## src/rtl/rangen_param.sv

```systemverilog
// Purpose : parametrised Galois-LFSR random source with a rejection-sampled range-limited draw port.
// Latency : Req accepted at cycle t -> Valid at t+2 at the earliest, t+1+MAX_TRIES at the latest.
// Backpr. : no queueing; Req is ignored while Busy=1, so the requester holds or re-issues Req.
//
// Ports
//   Clk, Reset      clock and synchronous active-high reset
//   Enable          free-run step of the LFSR while the draw FSM is idle
//   Seed_load/_in   load a new seed (zero is replaced by SEED)
//   Req, Range      draw request and its exclusive upper bound (sampled on accept)
//   Busy            draw in progress
//   Valid           one-cycle pulse; Rand_num holds the result until the next Valid
//   Lfsr_state      raw LFSR register
module rangen_param #(
    parameter int                 WIDTH     = 16,
    parameter logic [WIDTH-1:0]   TAPS      = 16'h6801,
    parameter logic [WIDTH-1:0]   SEED      = 16'h0065,
    parameter int                 OUT_W     = 8,
    parameter int                 MAX_TRIES = 8
) (
    input  logic             Clk,
    input  logic             Reset,
    input  logic             Enable,
    input  logic             Seed_load,
    input  logic [WIDTH-1:0] Seed_in,
    input  logic             Req,
    input  logic [OUT_W-1:0] Range,
    output logic             Busy,
    output logic             Valid,
    output logic [OUT_W-1:0] Rand_num,
    output logic [WIDTH-1:0] Lfsr_state
);

    // tries counts rejected candidates 0..MAX_TRIES-1; the last rejection
    // triggers the fallback instead of incrementing past the range.
    localparam int TRY_W = (MAX_TRIES > 1) ? $clog2(MAX_TRIES) : 1;
    localparam logic [TRY_W-1:0] LAST_TRY = TRY_W'(MAX_TRIES - 1);

    typedef enum logic [0:0] {
        IDLE = 1'b0,
        DRAW = 1'b1
    } state_t;

    state_t             state, state_nxt;
    logic [WIDTH-1:0]   lfsr, lfsr_nxt;
    logic [OUT_W-1:0]   range_q, range_nxt;
    logic [TRY_W-1:0]   tries, tries_nxt;
    logic [OUT_W-1:0]   rand_q, rand_nxt;
    logic               valid_q, valid_nxt;
    logic               step_en;
    logic [OUT_W-1:0]   cand;

    function automatic logic [WIDTH-1:0] lfsr_step(input logic [WIDTH-1:0] s);
        return {s[WIDTH-2:0], 1'b0} ^ (s[WIDTH-1] ? TAPS : '0);
    endfunction

    // The candidate is the state before this cycle's step.
    assign cand = lfsr[OUT_W-1:0];

    always_comb begin
        state_nxt = state;
        range_nxt = range_q;
        tries_nxt = tries;
        rand_nxt  = rand_q;
        valid_nxt = 1'b0;
        step_en   = Enable;
        lfsr_nxt  = lfsr;

        case (state)
            IDLE: begin
                if (Req) begin
                    if (Range == '0) begin
                        // Empty range: answer immediately without entering DRAW.
                        rand_nxt  = '0;
                        valid_nxt = 1'b1;
                    end else begin
                        range_nxt = Range;
                        tries_nxt = '0;
                        state_nxt = DRAW;
                    end
                end
            end
            DRAW: begin
                step_en = 1'b1;
                if (cand < range_q) begin
                    rand_nxt  = cand;
                    valid_nxt = 1'b1;
                    state_nxt = IDLE;
                end else if (tries == LAST_TRY) begin
                    // Out of retries: return the top of the range so latency stays bounded.
                    rand_nxt  = range_q - OUT_W'(1);
                    valid_nxt = 1'b1;
                    state_nxt = IDLE;
                end else begin
                    tries_nxt = tries + TRY_W'(1);
                end
            end
        endcase

        if (Seed_load) begin
            lfsr_nxt = Seed_in;
        end else if (step_en) begin
            lfsr_nxt = lfsr_step(lfsr);
        end
        // An all-zero Galois LFSR never leaves zero; substitute the seed.
        if (lfsr_nxt == '0) begin
            lfsr_nxt = SEED;
        end
    end

    always_ff @(posedge Clk) begin
        if (Reset) begin
            state   <= IDLE;
            lfsr    <= SEED;
            range_q <= '0;
            tries   <= '0;
            rand_q  <= '0;
            valid_q <= 1'b0;
        end else begin
            state   <= state_nxt;
            lfsr    <= lfsr_nxt;
            range_q <= range_nxt;
            tries   <= tries_nxt;
            rand_q  <= rand_nxt;
            valid_q <= valid_nxt;
        end
    end

    assign Busy       = (state == DRAW);
    assign Valid      = valid_q;
    assign Rand_num   = rand_q;
    assign Lfsr_state = lfsr;

endmodule

```

## config.mk

```make
export PLATFORM = sky130hd
export DESIGN_NAME = rangen_param
export DESIGN_NICKNAME = d
export VERILOG_FILES = /design/src/rtl/rangen_param.sv
export SDC_FILE = /design/constraint.sdc
export NUM_CORES = 1
export LEC_CHECK = 0
export BUFFER_PORTS_ARGS = -buffer_cell sky130_fd_sc_hd__buf_2
export CAP_MARGIN = 0
export CORE_AREA = 3 3 69 71
export CTS_CLUSTER_SIZE = 28
export DETAILED_ROUTE_END_ITERATION = 12
export DIE_AREA = 0 0 72 74
export GPL_TIMING_DRIVEN = 0
export PLACE_DENSITY = 0.83
export SYNTH_ARGS = -nofsm -noshare
export SYNTH_HDL_FRONTEND = slang
export SYNTH_SLANG_ARGS = --single-unit
export TNS_END_PERCENT = 20
```

## constraint.sdc

```tcl
create_clock -name Clk -period 2.6 [get_ports Clk]
set_input_delay 0.13 -clock Clk [delete_from_list [all_inputs] [get_ports Clk]]
set_output_delay 0.13 -clock Clk [all_outputs]
set_load 0.03 [all_outputs]
```

# After elaboration in Yosys (flattened, before gate mapping)
# Index checks and enable logic that the tools add are counted.
# op_classes
order_cmp	1
div	0
n_mul	0
n_eq_ne	7
shifts	0
reduce_logical	6
add_sub_neg	2
bitwise_logic	3
muxes	24
# op_table
operator	count
$mux W16	2
$mux W8	4
$logic_not A16 Y1	1
$pmux W8 S2	1
$xor A16 B15 Y16	1
$mux W15	1
$mux W3	4
$ne A2 B2 Y1 const B	5
$mux W1	9
$logic_not A8 Y1	1
$lt A8 B8 Y1	1
$sub A8 B1 Y8 const B	1
$pmux W3 S2	1
$reduce_and A3 Y1	2
$pmux W1 S2	2
$reduce_and A4 Y1	1
$add A3 B1 Y3 const B	1
$eq A3 B3 Y1 const B	1
$ne A3 B1 Y1 const B	1
$not A1 Y1	2
$reduce_or A2 Y1	1
# word_totals
ram_bits	0
rom_bits	0
latchBits	0
reg_bits	37
memories	0
inputBits	29

# Logic depth before layout (Yosys ltp)
# depth
word_depth	6
depth_mapped	8
ltp_nobuf	7

# Least setup slack after synthesis
# No wires, ideal clock.
# synth_path
path_type	register -> register
startpoint	reg lfsr[2], in the netlist Lfsr_state[2]
endpoint	reg rand_q[5], in the netlist Rand_num[5]
required_ns	2.471
arrival_time_ns	2.036
n_path_buf	1
synth_period_minus_slack_ns	2.165
path_slack_ns	0.435
path_stages_with_launch	8
cell_sequence	dfxtp_1 -> ha_1 -> a211oi_1 -> o21ai_0 -> a41oi_2 -> buf_2 -> mux2i_1 -> o32ai_1
# synth_between
elab_chain_cells	3
elab_cells_between_ends	5
# synth_lines
element	line_no	source
start: declaration	44	logic [WIDTH-1:0] lfsr, lfsr_nxt;
start signal: assignment	120	lfsr <= lfsr_nxt;
$lt A8 B8 Y1 (*)	84	if (cand < range_q) begin
$ne A3 B1 Y1 (no line) or $mux W8 (tied branches)	-	
$reduce_and A3 Y1 (no line) or $pmux W8 S2 (tied branches)	-	
end signal: assignment	123	rand_q <= rand_nxt;
end: declaration	47	logic [OUT_W-1:0] rand_q, rand_nxt;
# Mark *: on every way between the ends. The rest lies on a longest branch, timed or not.
# A chain may end at the register's enable or synchronous reset.

# Worst setup path in the final report
# layout_path
startpoint	reg range_q[2]
endpoint	reg rand_q[5], in the netlist Rand_num[5]
# layout_between
elab_chain_cells	4
elab_cells_between_ends	7
# layout_lines
element	line_no	source
start: declaration	45	logic [OUT_W-1:0] range_q, range_nxt;
start signal: assignment	121	range_q <= range_nxt;
$sub A8 B1 Y8	90	rand_nxt = range_q - OUT_W'(1);
$mux W8	88	end else if (tries == LAST_TRY) begin
$mux W8	84	
$pmux W8 S2	68	case (state)
# Parallel ways exist; a longest one is shown, timed or not. The select of a mux whose other input is x is not followed.

==> out/summary.txt <==
# DRC - 0
count leader, synth - nand2_1
critical hold path startpoint - Range[1]
antenna cell count - 0
status - finished clean
crit path launch - range_q[2]
clock period minus final worst setup slack - 2410 ps
Ports - 55
Die X - 72 um
worst path buffer plus inverter count - 2
number of H-tree levels - 2
grt ovf - 0
clock latency on the worst-skew pair - 290 ps
synth top area cells - dfxtp_1 34%, nand2_1 6.6%, mux2i_1 6.4%, ha_1 5.7%, a21oi_1 5.0%
total track usage - 22.80%
switching share of power - 33.15%
busiest grt layer - met2
CTS buffer count - 5
M2 GR Usage - 37.14%
crit path DAT - 2570 ps
clk sink count - 37
VDD IR max - 0.2361 mV
Cells after Synth - 272
Post-DP HPWL - 4328 um
Worst Setup Path Type - register to register
startpoint type of the worst setup path - register
Initial Util - 51.28%
M3 GR Usage - 5.405%
CP cell instances - inv_1 -> ha_1 -> a211oi_1 -> o21ai_0 -> a41oi_2 -> buf_2 -> mux2i_1 -> o32ai_1
met1 usage - 29.93%
post-synthesis cell type with the largest combined area - dfxtp_1
Worst Max-Slew Pin Slew - 508.9 ps
drt total wl - 5856 um
Power Total - 0.001463 W
P_int - 0.0009781 W
CP max stage delay - 450 ps
RR Startpoint - range_q[2]
post-synth cell types - 46
Reg power frac - 44.5%
core area - 0.004294 sq mm
Worst path slowest cell - dfxtp_1
Seq/Total Area, Yosys - 33.64%
CP Max Fanout - 10
fillers - 407
Combinational Power Share - 27.9%
die height - 74 um
Fin. Hold Viols - 0
first-pass GRT wire length - 9597 um
slew margin rel. - 66.08%
setup TNS - 0 ps
asr flop ratio synth - 0%
Util after Layout - 60.98%
hold slack - 95.85 ps
Post-synth EDFFs - 0
Register Area - 740.7 sq um
kind of cell adding the most delay to the critical path - compound AO/OA/AOI/OAI gates
Post-CTS Setup Bufs - 0
Leak - 1.127 nW
Nets - 371
Synth Area per Inst - 8.096 sq um
CTS tree - built
RSZ-0062 raised after global routing - no
Clock Skew - 4.751 ps
share of layout cells above drive strength 1 - 22.89%
yosys warns - 0
via count - 2218
area of the multi-input gates - 0.001286 sq mm
area grow syn2layout - 18.92%
fin. max-slew vios - 0
fin crit share - 92.68%
GP Congestion - 0.9159
Sw Pwr - 0.0004851 W
wire per inst - 15.25 um
clk slew on worst S/H paths - 70 ps
number of port buffers - 53
Worst Setup End Kind - register
die footprint - 0.005328 sq mm
Max-cap violations - 0
vias in the first global route - 2075
vias per cell - 5.776
dominant synthesized flop cell - dfxtp_1
Worst EP required - 2760 ps
fmax - 415.0 MHz
Initial DRC Count - 149
clock buffer depth - 2
Syn Nets - 311
Worst Hold Class - input pin to register
Clk pwr share - 27.7%
Row Count - 24
root buf cell - clkbuf_8
largest net degree at the start of global routing - 11
DRT Pass-1 Iters - 4
antenna violations before repair - 0
Post-CTS Resized - 0
CTS Hold Buffers Added - 0
Yosys top cell area share - 33.64%
Final ANT Viol Nets - 0
Pwr Density - 558.7 mW/mm^2
flops & latches, synth - 37
synthesized cell area - 0.002202 sq mm
commonest cells in the netlist - 39 x nand2_1, 37 x dfxtp_1, 23 x inv_1
final-report setup violation count - 0
==> stage by stage <==
| step | instances | worst slack [ps] | area (sq um) |
|---|---|---|---|
| final | 384 | 190.2 | 2619 |
| after global routing | 384 | 34.89 | 2619 |
| after CTS | 384 | 215.5 | 2619 |
| after detailed placement | 377 | 246.1 | 2532 |
| after global placement | 377 | 247.9 | 2532 |
| after floorplan | 272 | 434.9 | 2202 |
==> cell families after synthesis <==
kind of cell             Yosys count  share of synthesized area [%]
XOR/XNOR                           6                          2.386
AO/OA/AOI/OAI                     68                          22.33
adder cells (fa/ha/maj)           10                          5.682
flip-flops                        37                          33.64
multiplexers                      14                          6.363
buffers and inverters             41                          7.954
AND/OR/NAND/NOR                   96                          21.65
==> area by class of cell <==
class	count	area share [%]
timing repair buffer	53	10.13
buffer	17	3.249
multi-input combinational	194	49.12
clock buffer	7	3.297
inverter	24	3.440
tap	52	2.484
sequential	37	28.28
==> power by group through the flow <==
stage	Combinational (W)	Clock, W	Sequential [W]
floorplan	0.000243	0	0.000704
global placement	0.000394	0	0.000661
detailed placement	0.000400	0	0.000662
CTS	0.000405	0.000416	0.000649
global route	0.000448	0.000437	0.000655
finish	0.000408	0.000405	0.000651
==> worst reg2reg max path: stages, from the launching register on <==
cell,delay [ps]
dfxtp_1,450
inv_1,70
ha_1,280
a211oi_1,210
o21ai_0,140
a41oi_2,410
buf_2,330
mux2i_1,270
o32ai_1,120
==> sequential cells by signal, summed over array words and instances, names as in the netlist <==
register	flops
Rand_num	8
tries	3
range_q	8
Valid	1
Busy	1
Lfsr_state	16
==> cells in the final DEF (no fill, tap or decap), drive strengths merged, types with 3 or more instances in the layout <==
cell and instances:
o32ai 8, nand2 39, xnor2 6, or4b 4, mux2i 14, o311ai 3
a211oi 4, o21ai 8, o31ai 4, nor3 4, or4 4, nor2 22
ha 10, nor2b 4, o311a 4, buf 62, clkbuf 15, nor3b 3
inv 23, dfxtp 37, o21a 7, a21oi 22, nor4 6
==> path summary, 6_finish.rpt <==
kind	cells after the start	slack, ps	to
max	8	190	Rand_num[5]
max reg2reg	8	190	Rand_num[5]
min reg2reg	2	480	Rand_num[3]
min	3	100	range_q[1]
==> per-layer routing <==
metal | part of all wire [%] | routed length (um) | vias to the layer above
li1 | - | - | 1094
met4 | 1.1 | 66 | 0
met5 | 0 | 0 | -
met3 | 8.5 | 499 | 8
met2 | 48 | 2829 | 88
met1 | 42 | 2459 | 1028
Note: power is estimated with default switching activity, not from simulation.
